`src/rtl/uart_wb_master_pkg.sv`:
```
// Shared constants, state encodings and the baud divisor helper for the UART-to-wishbone bridge.
package uart_wb_master_pkg;

    localparam logic [7:0] CMD_WRITE = 8'h57;
    localparam logic [7:0] CMD_READ  = 8'h52;
    localparam logic [7:0] RSP_ACK   = 8'h06;
    localparam logic [7:0] RSP_NAK   = 8'h15;

    typedef enum logic [2:0] {
        ST_IDLE,
        ST_ADDR,
        ST_DATA,
        ST_REQUEST,
        ST_WAIT_ACK,
        ST_RESP
    } state_t;

    typedef enum logic [1:0] {
        RX_IDLE,
        RX_START,
        RX_DATA,
        RX_STOP
    } rx_state_t;

    // Divisor below 4 leaves no room for the half-bit start check.
    function automatic int calc_div(input int clk_hz, input int baud);
        int d;
        d = clk_hz / baud;
        return (d < 4) ? 4 : d;
    endfunction

endpackage

```
`src/rtl/uart_wb_master_if.sv`:
```
// Pipelined wishbone master bus plus the response byte valid/ready port.
interface uart_wb_master_if;

    logic        o_wb_cyc;
    logic        o_wb_stb;
    logic        o_wb_we;
    logic [31:0] o_wb_addr;
    logic [31:0] o_wb_data;
    logic [31:0] i_wb_data;
    logic        i_wb_stall;
    logic        i_wb_ack;
    logic        o_resp_valid;
    logic [7:0]  o_resp_data;
    logic        i_resp_ready;

    modport master (
        output o_wb_cyc, o_wb_stb, o_wb_we, o_wb_addr, o_wb_data,
        input  i_wb_data, i_wb_stall, i_wb_ack,
        output o_resp_valid, o_resp_data,
        input  i_resp_ready
    );

    modport slave (
        input  o_wb_cyc, o_wb_stb, o_wb_we, o_wb_addr, o_wb_data,
        output i_wb_data, i_wb_stall, i_wb_ack,
        input  o_resp_valid, o_resp_data,
        output i_resp_ready
    );

endinterface

```
`src/rtl/uart_wb_master_uart_rx.sv`:
```
// 8N1 UART receiver: 2-flop synchronizer, half-bit start recheck, mid-bit sampling.
module uart_rx
    import uart_wb_master_pkg::*;
#(
    parameter int DIV = 10
) (
    input  logic       i_wb_clk,
    input  logic       i_wb_rst,
    input  logic       i_rx,
    output logic [7:0] o_data,
    output logic       o_valid,
    output logic       o_err
);

    localparam int CW = $clog2(DIV);

    rx_state_t     state;
    logic          rx_meta;
    logic          rx_sync;
    logic          rx_prev;
    logic [CW-1:0] baud_cnt;
    logic [2:0]    bit_cnt;
    logic [7:0]    shreg;

    always_ff @(posedge i_wb_clk or posedge i_wb_rst) begin
        if (i_wb_rst) begin
            state    <= RX_IDLE;
            rx_meta  <= 1'b1;
            rx_sync  <= 1'b1;
            rx_prev  <= 1'b1;
            baud_cnt <= '0;
            bit_cnt  <= '0;
            shreg    <= '0;
            o_data   <= '0;
            o_valid  <= 1'b0;
            o_err    <= 1'b0;
        end else begin
            o_valid <= 1'b0;
            o_err   <= 1'b0;
            rx_meta <= i_rx;
            rx_sync <= rx_meta;
            rx_prev <= rx_sync;
            case (state)
                RX_IDLE: begin
                    if (rx_prev && !rx_sync) begin
                        baud_cnt <= CW'(DIV / 2 - 1);
                        state    <= RX_START;
                    end
                end
                RX_START: begin
                    if (baud_cnt == '0) begin
                        // A glitch that is gone by mid-bit is not a start bit.
                        if (!rx_sync) begin
                            baud_cnt <= CW'(DIV - 1);
                            bit_cnt  <= '0;
                            state    <= RX_DATA;
                        end else begin
                            state <= RX_IDLE;
                        end
                    end else begin
                        baud_cnt <= baud_cnt - 1'b1;
                    end
                end
                RX_DATA: begin
                    if (baud_cnt == '0) begin
                        shreg    <= {rx_sync, shreg[7:1]};
                        baud_cnt <= CW'(DIV - 1);
                        if (bit_cnt == 3'd7) begin
                            state <= RX_STOP;
                        end else begin
                            bit_cnt <= bit_cnt + 3'd1;
                        end
                    end else begin
                        baud_cnt <= baud_cnt - 1'b1;
                    end
                end
                RX_STOP: begin
                    if (baud_cnt == '0) begin
                        if (rx_sync) begin
                            o_valid <= 1'b1;
                            o_data  <= shreg;
                        end else begin
                            o_err <= 1'b1;
                        end
                        state <= RX_IDLE;
                    end else begin
                        baud_cnt <= baud_cnt - 1'b1;
                    end
                end
                default: state <= RX_IDLE;
            endcase
        end
    end

endmodule

```
`src/rtl/uart_wb_master.sv`:
```
// Host command bridge: UART frames in, single wishbone read/write out, response bytes back.
//   state       | meaning
//   ST_IDLE     | waiting for a 'W' or 'R' command byte
//   ST_ADDR     | waiting for the address byte
//   ST_DATA     | collecting four little-endian write data bytes
//   ST_REQUEST  | stb asserted until the slave stops stalling
//   ST_WAIT_ACK | cycle open, waiting for ack or timeout
//   ST_RESP     | draining response bytes to the transmitter
module uart_wb_master
    import uart_wb_master_pkg::*;
#(
    parameter int CLK_HZ  = 48000000,
    parameter int BAUD    = 115200,
    parameter int TIMEOUT = 255
) (
    input  logic               i_wb_clk,
    input  logic               i_wb_rst,
    input  logic               i_uart_rx,
    uart_wb_master_if.master   bus
);

    localparam int DIV     = calc_div(CLK_HZ, BAUD);
    localparam int TIMER_W = (TIMEOUT < 2) ? 1 : $clog2(TIMEOUT + 1);

    state_t             state;
    logic [7:0]         rx_data;
    logic               rx_valid;
    logic               rx_err;
    logic [1:0]         data_cnt;
    logic [TIMER_W-1:0] timer;
    logic [31:0]        resp_shift;
    logic [1:0]         resp_left;

    uart_rx #(.DIV(DIV)) u_rx (
        .i_wb_clk (i_wb_clk),
        .i_wb_rst (i_wb_rst),
        .i_rx     (i_uart_rx),
        .o_data   (rx_data),
        .o_valid  (rx_valid),
        .o_err    (rx_err)
    );

    assign bus.o_resp_data = resp_shift[7:0];

    always_ff @(posedge i_wb_clk or posedge i_wb_rst) begin
        if (i_wb_rst) begin
            state            <= ST_IDLE;
            bus.o_wb_cyc     <= 1'b0;
            bus.o_wb_stb     <= 1'b0;
            bus.o_wb_we      <= 1'b0;
            bus.o_wb_addr    <= '0;
            bus.o_wb_data    <= '0;
            bus.o_resp_valid <= 1'b0;
            data_cnt         <= '0;
            timer            <= '0;
            resp_shift       <= '0;
            resp_left        <= '0;
        end else begin
            case (state)
                ST_IDLE: begin
                    if (rx_valid) begin
                        if (rx_data == CMD_WRITE) begin
                            bus.o_wb_we <= 1'b1;
                            state       <= ST_ADDR;
                        end else if (rx_data == CMD_READ) begin
                            bus.o_wb_we <= 1'b0;
                            state       <= ST_ADDR;
                        end
                    end
                end
                ST_ADDR: begin
                    if (rx_err) begin
                        state <= ST_IDLE;
                    end else if (rx_valid) begin
                        bus.o_wb_addr <= {24'b0, rx_data};
                        if (bus.o_wb_we) begin
                            data_cnt <= '0;
                            state    <= ST_DATA;
                        end else begin
                            bus.o_wb_cyc <= 1'b1;
                            bus.o_wb_stb <= 1'b1;
                            state        <= ST_REQUEST;
                        end
                    end
                end
                ST_DATA: begin
                    if (rx_err) begin
                        state <= ST_IDLE;
                    end else if (rx_valid) begin
                        bus.o_wb_data[{data_cnt, 3'b000} +: 8] <= rx_data;
                        data_cnt <= data_cnt + 2'd1;
                        if (data_cnt == 2'd3) begin
                            bus.o_wb_cyc <= 1'b1;
                            bus.o_wb_stb <= 1'b1;
                            state        <= ST_REQUEST;
                        end
                    end
                end
                ST_REQUEST: begin
                    if (!bus.i_wb_stall) begin
                        bus.o_wb_stb <= 1'b0;
                        timer        <= TIMER_W'(TIMEOUT);
                        state        <= ST_WAIT_ACK;
                    end
                end
                ST_WAIT_ACK: begin
                    // Ack is checked first so an ack on the expiring cycle still wins.
                    if (bus.i_wb_ack) begin
                        bus.o_wb_cyc     <= 1'b0;
                        bus.o_resp_valid <= 1'b1;
                        state            <= ST_RESP;
                        if (bus.o_wb_we) begin
                            resp_shift <= {24'b0, RSP_ACK};
                            resp_left  <= 2'd0;
                        end else begin
                            resp_shift <= bus.i_wb_data;
                            resp_left  <= 2'd3;
                        end
                    end else if (timer <= TIMER_W'(1)) begin
                        bus.o_wb_cyc     <= 1'b0;
                        bus.o_resp_valid <= 1'b1;
                        resp_shift       <= {24'b0, RSP_NAK};
                        resp_left        <= 2'd0;
                        state            <= ST_RESP;
                    end else begin
                        timer <= timer - 1'b1;
                    end
                end
                ST_RESP: begin
                    if (bus.o_resp_valid && bus.i_resp_ready) begin
                        if (resp_left == 2'd0) begin
                            bus.o_resp_valid <= 1'b0;
                            state            <= ST_IDLE;
                        end else begin
                            resp_shift <= {8'h00, resp_shift[31:8]};
                            resp_left  <= resp_left - 2'd1;
                        end
                    end
                end
                default: state <= ST_IDLE;
            endcase
        end
    end

endmodule

```
`src/flat_wrapper.sv`:
```
// flat-port wrapper written by rule: the top's interface ports become plain ports
module uart_wb_master_flat import uart_wb_master_pkg::*;
#(
    parameter int CLK_HZ  = 48000000,
    parameter int BAUD    = 115200,
    parameter int TIMEOUT = 255
)
  (i_wb_clk, i_wb_rst, i_uart_rx, bus_o_wb_cyc, bus_o_wb_stb, bus_o_wb_we, bus_o_wb_addr, bus_o_wb_data, bus_i_wb_data, bus_i_wb_stall, bus_i_wb_ack, bus_o_resp_valid, bus_o_resp_data, bus_i_resp_ready);
  uart_wb_master_if bus_i ();
  input  logic i_wb_clk;
  input  logic i_wb_rst;
  input  logic i_uart_rx;
  output wire logic [$bits(bus_i.o_wb_cyc)-1:0] bus_o_wb_cyc;
  output wire logic [$bits(bus_i.o_wb_stb)-1:0] bus_o_wb_stb;
  output wire logic [$bits(bus_i.o_wb_we)-1:0] bus_o_wb_we;
  output wire logic [$bits(bus_i.o_wb_addr)-1:0] bus_o_wb_addr;
  output wire logic [$bits(bus_i.o_wb_data)-1:0] bus_o_wb_data;
  input wire logic [$bits(bus_i.i_wb_data)-1:0] bus_i_wb_data;
  input wire logic [$bits(bus_i.i_wb_stall)-1:0] bus_i_wb_stall;
  input wire logic [$bits(bus_i.i_wb_ack)-1:0] bus_i_wb_ack;
  output wire logic [$bits(bus_i.o_resp_valid)-1:0] bus_o_resp_valid;
  output wire logic [$bits(bus_i.o_resp_data)-1:0] bus_o_resp_data;
  input wire logic [$bits(bus_i.i_resp_ready)-1:0] bus_i_resp_ready;
  assign bus_o_wb_cyc = bus_i.o_wb_cyc;
  assign bus_o_wb_stb = bus_i.o_wb_stb;
  assign bus_o_wb_we = bus_i.o_wb_we;
  assign bus_o_wb_addr = bus_i.o_wb_addr;
  assign bus_o_wb_data = bus_i.o_wb_data;
  assign bus_i.i_wb_data = bus_i_wb_data;
  assign bus_i.i_wb_stall = bus_i_wb_stall;
  assign bus_i.i_wb_ack = bus_i_wb_ack;
  assign bus_o_resp_valid = bus_i.o_resp_valid;
  assign bus_o_resp_data = bus_i.o_resp_data;
  assign bus_i.i_resp_ready = bus_i_resp_ready;
  uart_wb_master #(.CLK_HZ(CLK_HZ), .BAUD(BAUD), .TIMEOUT(TIMEOUT)) u_core (.i_wb_clk(i_wb_clk), .i_wb_rst(i_wb_rst), .i_uart_rx(i_uart_rx), .bus(bus_i));
endmodule
```
`config.mk`:
```
export PLATFORM = sky130hd
export DESIGN_NAME = uart_wb_master_flat
export DESIGN_NICKNAME = d
export VERILOG_FILES = /design/src/rtl/uart_wb_master_pkg.sv /design/src/rtl/uart_wb_master_if.sv /design/src/rtl/uart_wb_master_uart_rx.sv /design/src/rtl/uart_wb_master.sv /design/src/flat_wrapper.sv
export SDC_FILE = /design/constraint.sdc
export NUM_CORES = 1
export LEC_CHECK = 0
export ABC_AREA = 1
export CORE_UTILIZATION = 45
export CTS_CLUSTER_SIZE = 28
export DETAILED_ROUTE_END_ITERATION = 6
export MAX_ROUTING_LAYER = met4
export PLACE_DENSITY = 0.73
export SLEW_MARGIN = 40
export SYNTH_ARGS = -nofsm -noshare
export SYNTH_HDL_FRONTEND = slang
export SYNTH_SLANG_ARGS = --single-unit
```
`constraint.sdc`:
```
create_clock -name i_wb_clk -period 4.95 [get_ports i_wb_clk]
set_input_delay 1.485 -clock i_wb_clk [delete_from_list [all_inputs] [get_ports i_wb_clk]]
set_output_delay 1.485 -clock i_wb_clk [all_outputs]
set_load 0.03 [all_outputs]
```
==> flow_summary.rst <==
.. list-table::
   :header-rows: 1

   * - Metric
     - Value
   * - Slew margin rel.
     - 0.576
   * - Clock sink count
     - 126
   * - Die Outline Area
     - 0.0148 mm²
   * - Library cell with the largest summed area after synthesis
     - sky130_fd_sc_hd__dfrtp_1
   * - Largest cells by area after synthesis
     - sky130_fd_sc_hd__dfrtp_1 (48%), sky130_fd_sc_hd__nand2_1 (12%), sky130_fd_sc_hd__o21ai_0 (7.7%)
   * - Wire length reported by the detailed router
     - 14.1 mm
   * - Synth Cell Area
     - 0.00645 mm²
   * - Fraction of layout cells with a size suffix above 1
     - 0.0788
   * - CTS Root Cell
     - sky130_fd_sc_hd__clkbuf_16
   * - Antenna Violating Nets Remaining
     - 0
   * - Final Setup Violations
     - 0
   * - Post-layout net count
     - 930
   * - Startpoint class of the critical path
     - register
   * - Post-detailed-route DRC marker count
     - 0
   * - Number of unique standard cell types used by synthesis
     - 30
   * - Hold_ws
     - 355 ps
   * - Placed instance count
     - 1036
   * - Deepest level of the CTS H-tree
     - 4
   * - Number of flip-flops and latches in the synthesized netlist
     - 126
   * - Number of ports placed on the die boundary
     - 114
   * - Global route overflow
     - 0
   * - Global-route usage over all layers
     - 0.209
   * - Clk_lat worst skew
     - 410 ps
   * - Delay-heaviest family, CP
     - buffers and inverters
   * - Portion of the clock cycle consumed by the worst path in the final layout
     - 0.638
   * - Arrival time worst endpoint
     - 1680 ps
   * - Synthesized area per cell
     - 8.12 µm²
   * - Power per Cell Area
     - 359 mW/mm²
   * - Total of cells resized after clock tree synthesis
     - 0
   * - Fmax
     - 0.316 GHz
   * - Post-synthesis sequential area ratio
     - 0.489
   * - Class of the most critical setup path
     - reg -> out
   * - 1st-iter DRT viols
     - 461
   * - Slowest cell on the critical path
     - sky130_fd_sc_hd__clkdlybuf4s50_1
   * - Vias in the first global route
     - 4887
   * - Number of inserted filler cells in the final layout
     - 1208
   * - Setup total negative slack
     - 0 ps
   * - Hold crit path type
     - reg -> reg
   * - Count of pins over their slew limit
     - 0
   * - Worst Tran Pin Value
     - 636 ps
   * - Initial antenna violation count
     - 0
   * - WP data required
     - 3460 ps
   * - First-pass iteration count of the detailed router
     - 5
   * - Routability-driven placement congestion ratio
     - 0.881
   * - Max Fanout on Critical Path
     - 7
   * - Max capacitance violation total
     - 0
   * - Fin Clk Skew
     - 6.09 ps
   * - Wire length of the first global-routing pass
     - 23.4 mm
   * - Standard cell core area
     - 0.0139 mm²
   * - Final hold violation count
     - 0
   * - Critical path, cell by cell
     - clkdlybuf4s50_1
   * - Peak supply drop
     - 279 µV
   * - Number of cells in the finished layout apart from fillers
     - 1068
   * - Post-detailed-route wirelength per cell
     - 13.2 µm
   * - Height of the chip
     - 122 µm
   * - Clock-pin transition on the worst setup and hold timing paths
     - 60 ps
   * - Clock tree from TritonCTS
     - done
   * - Clock Path Buffers
     - 2
   * - Top cell type's share of synthesized area
     - 0.477
   * - Total number of placement rows
     - 43
   * - Initial core utilization
     - 0.463
   * - Leakage component of the power
     - 3.88 nW
   * - RSZ-0062 raised after global routing
     - no
   * - Synthesis Warnings
     - 0
   * - Largest net degree at the start of global routing
     - 69
   * - WP buf/inv
     - 1
   * - Delay contributed by the slowest stage of the critical path
     - 740 ps
   * - Post-Synthesis Cells
     - 795
   * - Setup Buffers After CTS
     - 0
   * - Time the worst path needs with I/O delays and setup
     - 3160 ps
   * - Via count normalized by instance count
     - 5.03
   * - # diodes
     - 0
   * - Detail Placement HPWL
     - 9.84 mm
   * - Num CTS Buffers
     - 17
   * - Final cell utilization of the core
     - 0.573
   * - Routed via count
     - 5377
   * - Horiz. Die Dim
     - 122 µm
   * - Worst Setup End Kind
     - output pin
   * - Number of port buffers
     - 89
   * - Quantity of hold-fixing buffers added after cts
     - 0
   * - Outcome
     - finished, final reports clean
   * - Area added between synthesis and finish
     - 23.7%
## final timing paths
path / startpoint / endpoint / slack [ps] / cells after the start
max in group asynchronous: i_wb_rst / u_core.timer[2] / 2680 / 3
worst min-delay path: u_core.u_rx.rx_meta / u_core.u_rx.rx_sync / 360 / 0
worst min register to register: u_core.u_rx.rx_meta / u_core.u_rx.rx_sync / 360 / 0
worst max-delay path: u_core.bus.o_wb_we / bus_o_wb_we / 1790 / 1
worst max register to register: u_core.state[1] / u_core.resp_shift[17] / 2650 / 6
min in group asynchronous: i_wb_rst / u_core.bus.o_wb_data[11] / 1540 / 2
## cells in the final DEF, fill, tap and decap left out, drive strengths merged, types with 5 or more instances in the layout
master         netlist  final
a21boi              20     20
a21oi                9      9
clkdlybuf4s50        0     89
nand3               61     61
nor2                61     61
nor3                 5      5
o21ai              118    118
clkbuf               7     19
dfrtp              123    123
inv                 86     88
ha                  17     17
clkinv               0      6
nand2              216    216
nand4                9      9
conb                 1     24
## flip-flops by register name, summed over array words and instances (netlist names), named ones only
| signal | count |
|---|---|
| u_core.bus.o_resp_valid | 1 |
| u_core.bus.o_wb_addr | 8 |
| u_core.bus.o_wb_cyc | 1 |
| u_core.bus.o_wb_data | 32 |
| u_core.bus.o_wb_stb | 1 |
| u_core.bus.o_wb_we | 1 |
| u_core.data_cnt | 2 |
| u_core.resp_left | 2 |
| u_core.resp_shift | 32 |
| u_core.state | 3 |
| u_core.timer | 8 |
| u_core.u_rx.baud_cnt | 9 |
| u_core.u_rx.bit_cnt | 3 |
| u_core.u_rx.o_data | 8 |
| u_core.u_rx.o_err | 1 |
| u_core.u_rx.o_valid | 1 |
| u_core.u_rx.rx_meta | 1 |
| u_core.u_rx.rx_prev | 1 |
| u_core.u_rx.rx_sync | 1 |
| u_core.u_rx.shreg | 8 |
| u_core.u_rx.state | 1 |
## worst reg2reg max path: cells and delay by family, from the launching register on
family,cells,cell delay (ps)
and+or+nand+nor,3,1060
AOI/OAI and AO/OA,2,500
DFF,1,490
buffers and inverters,1,110
## synthesized netlist by cell type, drive strengths merged
| master | n |
|---|---|
| nor3 | 5 |
| mux2 | 3 |
| nand4 | 9 |
| a21boi | 20 |
| nand3 | 61 |
| dfstp | 3 |
| o21ai | 118 |
| xor2 | 2 |
| buf | 46 |
| conb | 1 |
| nand2 | 216 |
| xnor2 | 2 |
| a22oi | 1 |
| nor2 | 61 |
| o22ai | 4 |
| dfrtp | 123 |
| inv | 86 |
| nand3b | 1 |
| a21oi | 9 |
| ha | 17 |
| clkbuf | 7 |
## per-layer routing
layer | track usage | share of wire | wire [µm]
met4 | 0.0640 | 0.012 | 163
met2 | 0.315 | 0.47 | 6660
met1 | 0.276 | 0.47 | 6620
met5 | - | 0 | 0
met3 | 0.0520 | 0.049 | 696
## power by group
group	total, mW	internal (mW)	switching [mW]
Sequential	1.11	1.07	0.0379
Clock	1.33	0.871	0.456
Combinational	0.430	0.150	0.279
## stage by stage
step                setup slack (ps)  area [µm²]  power, mW
floorplan                        114        6540       1.46
finish                          1790        7980       2.87
global placement                1320        7320       1.55
global route                    1730        7980       3.02
detailed placement              1630        7340       1.56
CTS                             1760        7980       2.89
## cell families after synthesis
logic type / count (synthesis) / synth area share
fa+ha+maj: 17 / 0.0330
compound gates: 152 / 0.131
mux: 3 / 0.00523
xor+xnor: 4 / 0.00543
other cells: 1 / 0.000581
buf+inv: 139 / 0.106
flops: 126 / 0.489
simple gates: 353 / 0.230
## cell type report
cell class	count	area [µm²]	area share
multi-input cells	553	2720	0.340
inverters	86	328	0.0411
clock inverters	13	186	0.0234
well taps	180	225	0.0282
clock buffers	19	453	0.0567
repair buffers	91	918	0.115
flip-flops and latches	126	3160	0.395
No activity file was read; power rests on OpenSTA's default activity.
